--- src/rtl/pipe_stage_reg.sv ---
// Pipeline stage register with a valid/ready handshake, optional two-entry skid buffer,
// flush with PC retention and a saturating bubble counter. Bubbles carry an all-zero
// payload so downstream stages see a nop.
module pipe_stage_reg #(
    parameter int unsigned     DATA_W           = 128,
    parameter int unsigned     PC_W             = 32,
    parameter bit              SKID             = 1'b1,
    parameter bit              KEEP_PC_ON_FLUSH = 1'b1,
    parameter logic [PC_W-1:0] RESET_PC         = PC_W'(32'h0000_3000)
) (
    input  logic              clk,
    input  logic              reset,
    input  logic              flush,
    input  logic              in_valid,
    output logic              in_ready,
    input  logic [PC_W-1:0]   in_pc,
    input  logic [DATA_W-1:0] in_data,
    output logic              out_valid,
    input  logic              out_ready,
    output logic [PC_W-1:0]   out_pc,
    output logic [DATA_W-1:0] out_data,
    output logic [15:0]       bubble_cnt
);

    // Main entry drives the outputs; skid entry only ever holds data when main is full.
    logic              r_main_valid;
    logic [PC_W-1:0]   r_main_pc;
    logic [DATA_W-1:0] r_main_data;
    logic              r_skid_valid;
    logic [PC_W-1:0]   r_skid_pc;
    logic [DATA_W-1:0] r_skid_data;
    logic [15:0]       r_bubble_cnt;

    logic              w_main_valid_d;
    logic [PC_W-1:0]   w_main_pc_d;
    logic [DATA_W-1:0] w_main_data_d;
    logic              w_skid_valid_d;
    logic [PC_W-1:0]   w_skid_pc_d;
    logic [DATA_W-1:0] w_skid_data_d;
    logic [15:0]       w_bubble_cnt_d;

    logic w_in_ready;
    logic w_in_fire;
    logic w_out_fire;

    // With a skid entry, in_ready is a pure register output so it never depends on out_ready.
    assign w_in_ready = SKID ? !r_skid_valid : (!r_main_valid || out_ready);
    assign w_in_fire  = in_valid && w_in_ready;
    assign w_out_fire = r_main_valid && out_ready;

    // Next-state for main/skid entries and the bubble counter.
    always_comb begin
        w_main_valid_d = r_main_valid;
        w_main_pc_d    = r_main_pc;
        w_main_data_d  = r_main_data;
        w_skid_valid_d = r_skid_valid;
        w_skid_pc_d    = r_skid_pc;
        w_skid_data_d  = r_skid_data;

        if (SKID) begin
            if (!r_main_valid || w_out_fire) begin
                if (r_skid_valid) begin
                    w_main_valid_d = 1'b1;
                    w_main_pc_d    = r_skid_pc;
                    w_main_data_d  = r_skid_data;
                end else if (w_in_fire) begin
                    w_main_valid_d = 1'b1;
                    w_main_pc_d    = in_pc;
                    w_main_data_d  = in_data;
                end else begin
                    w_main_valid_d = 1'b0;
                    w_main_data_d  = '0;
                end
                // Skid refills only if it just drained into main while an input was taken.
                if (r_skid_valid && w_in_fire) begin
                    w_skid_valid_d = 1'b1;
                    w_skid_pc_d    = in_pc;
                    w_skid_data_d  = in_data;
                end else begin
                    w_skid_valid_d = 1'b0;
                    w_skid_data_d  = '0;
                end
            end else if (w_in_fire) begin
                w_skid_valid_d = 1'b1;
                w_skid_pc_d    = in_pc;
                w_skid_data_d  = in_data;
            end
        end else begin
            if (w_in_fire) begin
                w_main_valid_d = 1'b1;
                w_main_pc_d    = in_pc;
                w_main_data_d  = in_data;
            end else if (w_out_fire) begin
                w_main_valid_d = 1'b0;
                w_main_data_d  = '0;
            end
        end

        // Flush squashes everything, including the input offered this cycle.
        if (flush) begin
            w_main_valid_d = 1'b0;
            w_main_data_d  = '0;
            w_main_pc_d    = KEEP_PC_ON_FLUSH ? in_pc : RESET_PC;
            w_skid_valid_d = 1'b0;
            w_skid_data_d  = '0;
        end

        w_bubble_cnt_d = r_bubble_cnt;
        if (!r_main_valid && (r_bubble_cnt != 16'hFFFF)) begin
            w_bubble_cnt_d = r_bubble_cnt + 16'd1;
        end
    end

    // State registers with synchronous reset taking priority over everything.
    always_ff @(posedge clk) begin
        if (reset) begin
            r_main_valid <= 1'b0;
            r_main_pc    <= RESET_PC;
            r_main_data  <= '0;
            r_skid_valid <= 1'b0;
            r_skid_pc    <= RESET_PC;
            r_skid_data  <= '0;
            r_bubble_cnt <= 16'd0;
        end else begin
            r_main_valid <= w_main_valid_d;
            r_main_pc    <= w_main_pc_d;
            r_main_data  <= w_main_data_d;
            r_skid_valid <= w_skid_valid_d;
            r_skid_pc    <= w_skid_pc_d;
            r_skid_data  <= w_skid_data_d;
            r_bubble_cnt <= w_bubble_cnt_d;
        end
    end

    assign in_ready   = w_in_ready;
    assign out_valid  = r_main_valid;
    assign out_pc     = r_main_pc;
    assign out_data   = r_main_data;
    assign bubble_cnt = r_bubble_cnt;

endmodule
--- config.mk ---
export PLATFORM = sky130hd
export DESIGN_NAME = pipe_stage_reg
export DESIGN_NICKNAME = d
export VERILOG_FILES = /design/src/rtl/pipe_stage_reg.sv
export SDC_FILE = /design/constraint.sdc
export NUM_CORES = 1
export LEC_CHECK = 0
export BUFFER_PORTS_ARGS = -buffer_cell sky130_fd_sc_hd__buf_4
export CORE_MARGIN = 3
export CORE_UTILIZATION = 45
export CTS_CLUSTER_SIZE = 25
export DETAILED_ROUTE_END_ITERATION = 10
export PLACE_DENSITY_LB_ADDON = 0.15
export SLEW_MARGIN = 20
export SYNTH_ARGS = -nofsm -noshare
export SYNTH_HDL_FRONTEND = slang
export SYNTH_SLANG_ARGS = --single-unit
--- constraint.sdc ---
create_clock -name clk -period 1.7 [get_ports clk]
set_clock_uncertainty 0.1 [all_clocks]
set_input_delay 0.085 -clock clk [delete_from_list [all_inputs] [get_ports clk]]
set_output_delay 0.085 -clock clk [all_outputs]
set_load 0.005 [all_outputs]
== Word-level counts from Yosys, hierarchy flattened ==
Cells that the tools add are included.
Widths: inputs -> output; s select.
Cells by class
  reductions and logical operators: 13
  multiplexer cells: 16
  $add $sub $neg: 1
  equality and inequality tests: 2
Operator list (number)
  $mux 128: 5
  $mux 32: 6
  $add 16x1->16 const B: 1
  $ne 16x16->1 const B: 1
  $mux 1: 5
  $logic_and 1x1->1: 4
  $reduce_and 2->1: 2
  $reduce_bool 2->1: 2
  $reduce_bool 3->1: 1
  $logic_not 1->1: 2
  $ne 2x1->1 const B: 1
  $reduce_or 2->1: 1
  $logic_or 1x1->1: 1
Word-level totals
  word-level logic and storage cells: 39
  bits in registers: 338
  output and inout bits: 178

== Depth between registers and ports, before layout ==
  depth in word-level cells: 6
  depth in mapped cells: 7
  gate-level depth less buffers: 5

== Least setup slack after synthesis ==
No wires, ideal clock.
  path kind: flip-flop to flip-flop
  start: reg r_bubble_cnt[0] (netlist: bubble_cnt[0])
  end: reg r_bubble_cnt[13] (netlist: bubble_cnt[13])
  data arrival time: 1637 ps
  clock period less this slack: 1807 ps
  required time: 1530 ps
  path buffers: 1
  stages on the path, launching flop included: 6
  setup slack: -107 ps
  path through: dfxtp_1 > and3b_1 > buf_2 > or4b_4 > or4_1 > a21oi_1
On the way
  cells in the longest elaborated chain, start to end: 2
RTL lines
  start, declared: line 32  | logic [15:0] r_bubble_cnt;
  start signal, assigned: line 131  | r_bubble_cnt <= w_bubble_cnt_d;
  branches (longest 2 deep; another with $add 16x1->16)
Parallel ways; which one is timed is not known.
A chain may end at the register's enable or synchronous reset.

== Final worst setup path ==
  start: reg r_main_valid (netlist: out_valid)
  end: reg r_bubble_cnt[13] (netlist: bubble_cnt[13])
On the way
  cells in the longest elaborated chain, start to end: 2
RTL lines
  start, declared: line 26  | logic r_main_valid;
  start signal, assigned: line 125  | r_main_valid <= w_main_valid_d;
  $logic_not 1->1: line 109  | if (!r_main_valid && (r_bubble_cnt != 16'hFFFF)) begin
  $logic_and 1x1->1: line 109
Every way passes these cells.

==> summary.md <==
| Metric | Value |
|---|---|
| Crit path time final | approximately 1700 ps |
| CP Class | reg -> reg |
| Die Width | ~170 µm |
| CORE AREA | about 0.027 mm² |
| Worst r2r src | out_valid |
| Post-placement cell count | approximately 2,200 |
| Sink Count | between 300 and 400 |
| CP Data Arrival Time | between 2000 and 2500 ps |
| Pint | ~14,000 µW |
| Max Cap Viol | 0 |
| Failing checks | negative setup slack |
| # IOs | between 300 and 400 |
| Synth top area share | a little over half |
| Final setup viols | 1 |
| Worst-Margin Slew | between 800 and 900 ps |
| Syn Nets | around 1,700 |
| Register area share after synthesis | 53.8% |
| Die area | between 0.03 and 0.04 mm² |
| Total GRT Usage | between 20% and 30% |
| Hold WS | roughly 96 ps |
| Netlist cell types | 36 |
| Fraction of registers with async set/reset | 0% |
| Most instantiated library cell after synthesis | nand2_1 |
| Grt total ovfl | 0 |
| Register area | slightly below 0.007 mm² |
| Fillcell total | 2,079 |
| Sw Share | a little under a quarter |
| Max-slew violations | 0 |
| Die H | 173 µm |
| P_leak | between 0.007 and 0.008 µW |
| Hold Crit Start | reset |
| FF-to-FF path depth | 4 |
| Placed cell areas | between 0.015 and 0.02 mm² |
| Worst relative slew slack | approximately 43% |
| Final WL | just over 40 mm |
| Global-route wire length before repair | ~63 mm |
| Detailed-placement wirelength estimate | approximately 24 mm |
| Vias in the first global route | ~12,000 |
| Synth Warn # | 0 |
| Crit-path max FO | 3 |
| Worst Path Required | 2030 ps |
| Number of synthesized flops with an enable pin | 0 |
| Yosys reg bits | between 300 and 400 |
| Hold Path Depth | 4 |
| Fmax | 575 MHz |
| ANT nets after route | 0 |
| Worst skew pair latency | 510 ps |
| Area Overhead vs Synth | 50.4% |
| Vias per inst | between 5 and 6 |
| Clock power frac | a little over two fifths |
| Synth top cells by count | nand2_1 (454), dfxtp_1 (338), a21oi_1 (171) |
| DRC Markers | 0 |
| Syn avg cell area | between 8 and 9 µm² |
| Initial core utilization | 46.2% |
| Routability cong. | roughly 0.77 |
| Synth top area cells | dfxtp_1 (54%), nand2_1 (14%), a311oi_1 (9.0%) |
| Final Cycle Share | 102% |
| Startpoint class of the critical path | register |
| 1st-iter DRT viols | roughly 840 |
| CTS clk-pin slew, worst paths | about 60 ps |
| Logic pwr share | between 10% and 20% |
| Crit Reg-Reg Endpoint | bubble_cnt[13] |
| Hold Vio Cnt, Final | 0 |
| Post-route worst setup slack | -40.5 ps |
| CTS tree | yes |
| Mapped Area | 0.0126 mm² |
| Via count | 12,600 |
| VDD IR max | 0.776 mV |
| Syn Inst Count | 1,518 |
| Status | finished with violations |
| Area occupied by multi-input gates | approximately 0.0055 mm² |
| Clock root buffer | clkbuf_16 |
| RSZ-0062 raised after global routing | true |
| Fraction of layout cells with a size suffix above 1 | 24.1% |
| Final cell count without fillers | 2,395 |
| H-tree Lvls | 2 |
| Routed length per instance | approximately 17 µm |
| Clock Tree Buf Depth | 3 |
| Reg-to-reg setup timing slack | -40 ps |
| Initial antenna violation count | 2 |
| Min-delay worst type | in -> reg |
| Flop pwr share | between 40% and 50% |
| Crit path capture type | register |
| Top_reg_cell synth | dfxtp_1 |
| Row cnt | 60 |
| Post-layout nets | roughly 2,200 |
| P_sw | 4030 µW |
| Drt pass-1 iters | 5 |
| IO buf count | between 300 and 400 |
| Fin area | 0.0189 mm² |
| Largest net degree at the start of global routing | 130 |
| PwrDens | between 900 and 1000 mW/mm² |
| Synth area leader | dfxtp_1 |
| Total CTS buffers | 37 |
| Hold EP | r_skid_data[60] |
==> worst max-delay path by stage <==
| stage | endpoint | startpoint | slack, ps |
|---|---|---|---|
| 6_report | bubble_cnt[13] | out_valid | -40 |
| 3_5_place_dp | bubble_cnt[1] | bubble_cnt[0] | -50 |
| 5_1_grt | bubble_cnt[13] | out_valid | -90 |
| 3_3_place_gp | bubble_cnt[9] | bubble_cnt[0] | -8 |
| 2_1_floorplan | bubble_cnt[13] | out_valid | -70 |
| 4_1_cts | bubble_cnt[13] | out_valid | -20 |
==> stage by stage <==
step	setup TNS, ps	setup WS (ps)	total power [µW]	util, %
after floorplan	-72.3	-72.3	8950	-
after global placement	-24.1	-8.47	9790	58.2
after detailed placement	-757	-52.5	9800	58.2
after CTS	-24.9	-16.7	17700	68.6
after global routing	-330	-94.2	18300	69.5
final	-40.5	-40.5	17600	69.5
==> worst max-delay path: stages, from the launching register on <==
cell	delay (ps)
dfxtp_2	310
and3b_1	240
or4b_4	480
or4_4	430
a21oi_2	110
==> flip-flops by register name, indices dropped and copies added (netlist names) <==
| register | count |
|---|---|
| out_pc | 32 |
| r_skid_valid | 1 |
| r_skid_data | 128 |
| bubble_cnt | 16 |
| out_data | 128 |
| r_skid_pc | 32 |
| out_valid | 1 |
==> kinds of logic (layout without fill, tap and decap cells) <==
logic type,after synthesis,in the layout,share of synthesized area (%)
flops,338,338,53.8
fa+ha+maj,1,1,0.0994
mux,35,35,2.80
buf+inv,134,637,4.09
compound gates,345,345,18.3
other cells,0,2,0
simple gates,665,665,20.9
==> cell type report <==
class                      instances  area share, %
timing repair buffer             570           26.8
multi-input combinational       1046           28.8
sequential                       338           35.8
clock inverter                     3          0.119
antenna                            2         0.0264
inverter                           4         0.0793
tap                              372           2.46
clock buffer                      60           5.94
==> power by group through the flow <==
stage | clock [µW] | combinational [µW] | sequential [µW]
final | 7610 | 1800 | 8230
after CTS | 7770 | 1720 | 8230
after global routing | 8090 | 1950 | 8250
after floorplan | 0 | 550 | 8400
after global placement | 0 | 1390 | 8390
after detailed placement | 0 | 1400 | 8400
==> layout by cell type, fill, tap and decap left out, types with 3 or more instances in the layout <==
| cell | n |
|---|---|
| a211oi_1 | 31 |
| a21oi_1 | 169 |
| a311oi_1 | 127 |
| buf_12 | 19 |
| buf_16 | 3 |
| buf_4 | 379 |
| clkbuf_1 | 14 |
| clkbuf_16 | 44 |
| clkbuf_8 | 7 |
| dfxtp_1 | 334 |
| dfxtp_2 | 3 |
| dlygate4sd3_1 | 162 |
| inv_1 | 4 |
| mux2i_1 | 33 |
| nand2_1 | 454 |
| nand2b_4 | 3 |
| nand3_1 | 5 |
| nor2_1 | 166 |
| nor3_1 | 3 |
| o21ai_0 | 6 |
| o31ai_1 | 3 |
| or3_1 | 7 |
==> what timing repair did <==
item / in CTS / in global routing
hold buffers: 162 / 0
setup endpoints to repair: 38 / 34
cloned: 0 / 6
pin swaps: 0 / 8
gates resized for setup: 7 / 19
setup buffers: 2 / 1
hold endpoints to repair: 322 / 0
==> per-layer routing <==
metal,vias to the layer above,GRT usage (%),part of all wire (%)
li1,6176,-,-
met1,5895,30.7,41
met2,422,40.7,48
met3,119,5.67,6.3
met4,0,12.2,4.6
met5,-,0,0
(Power assumes the default switching activity.)
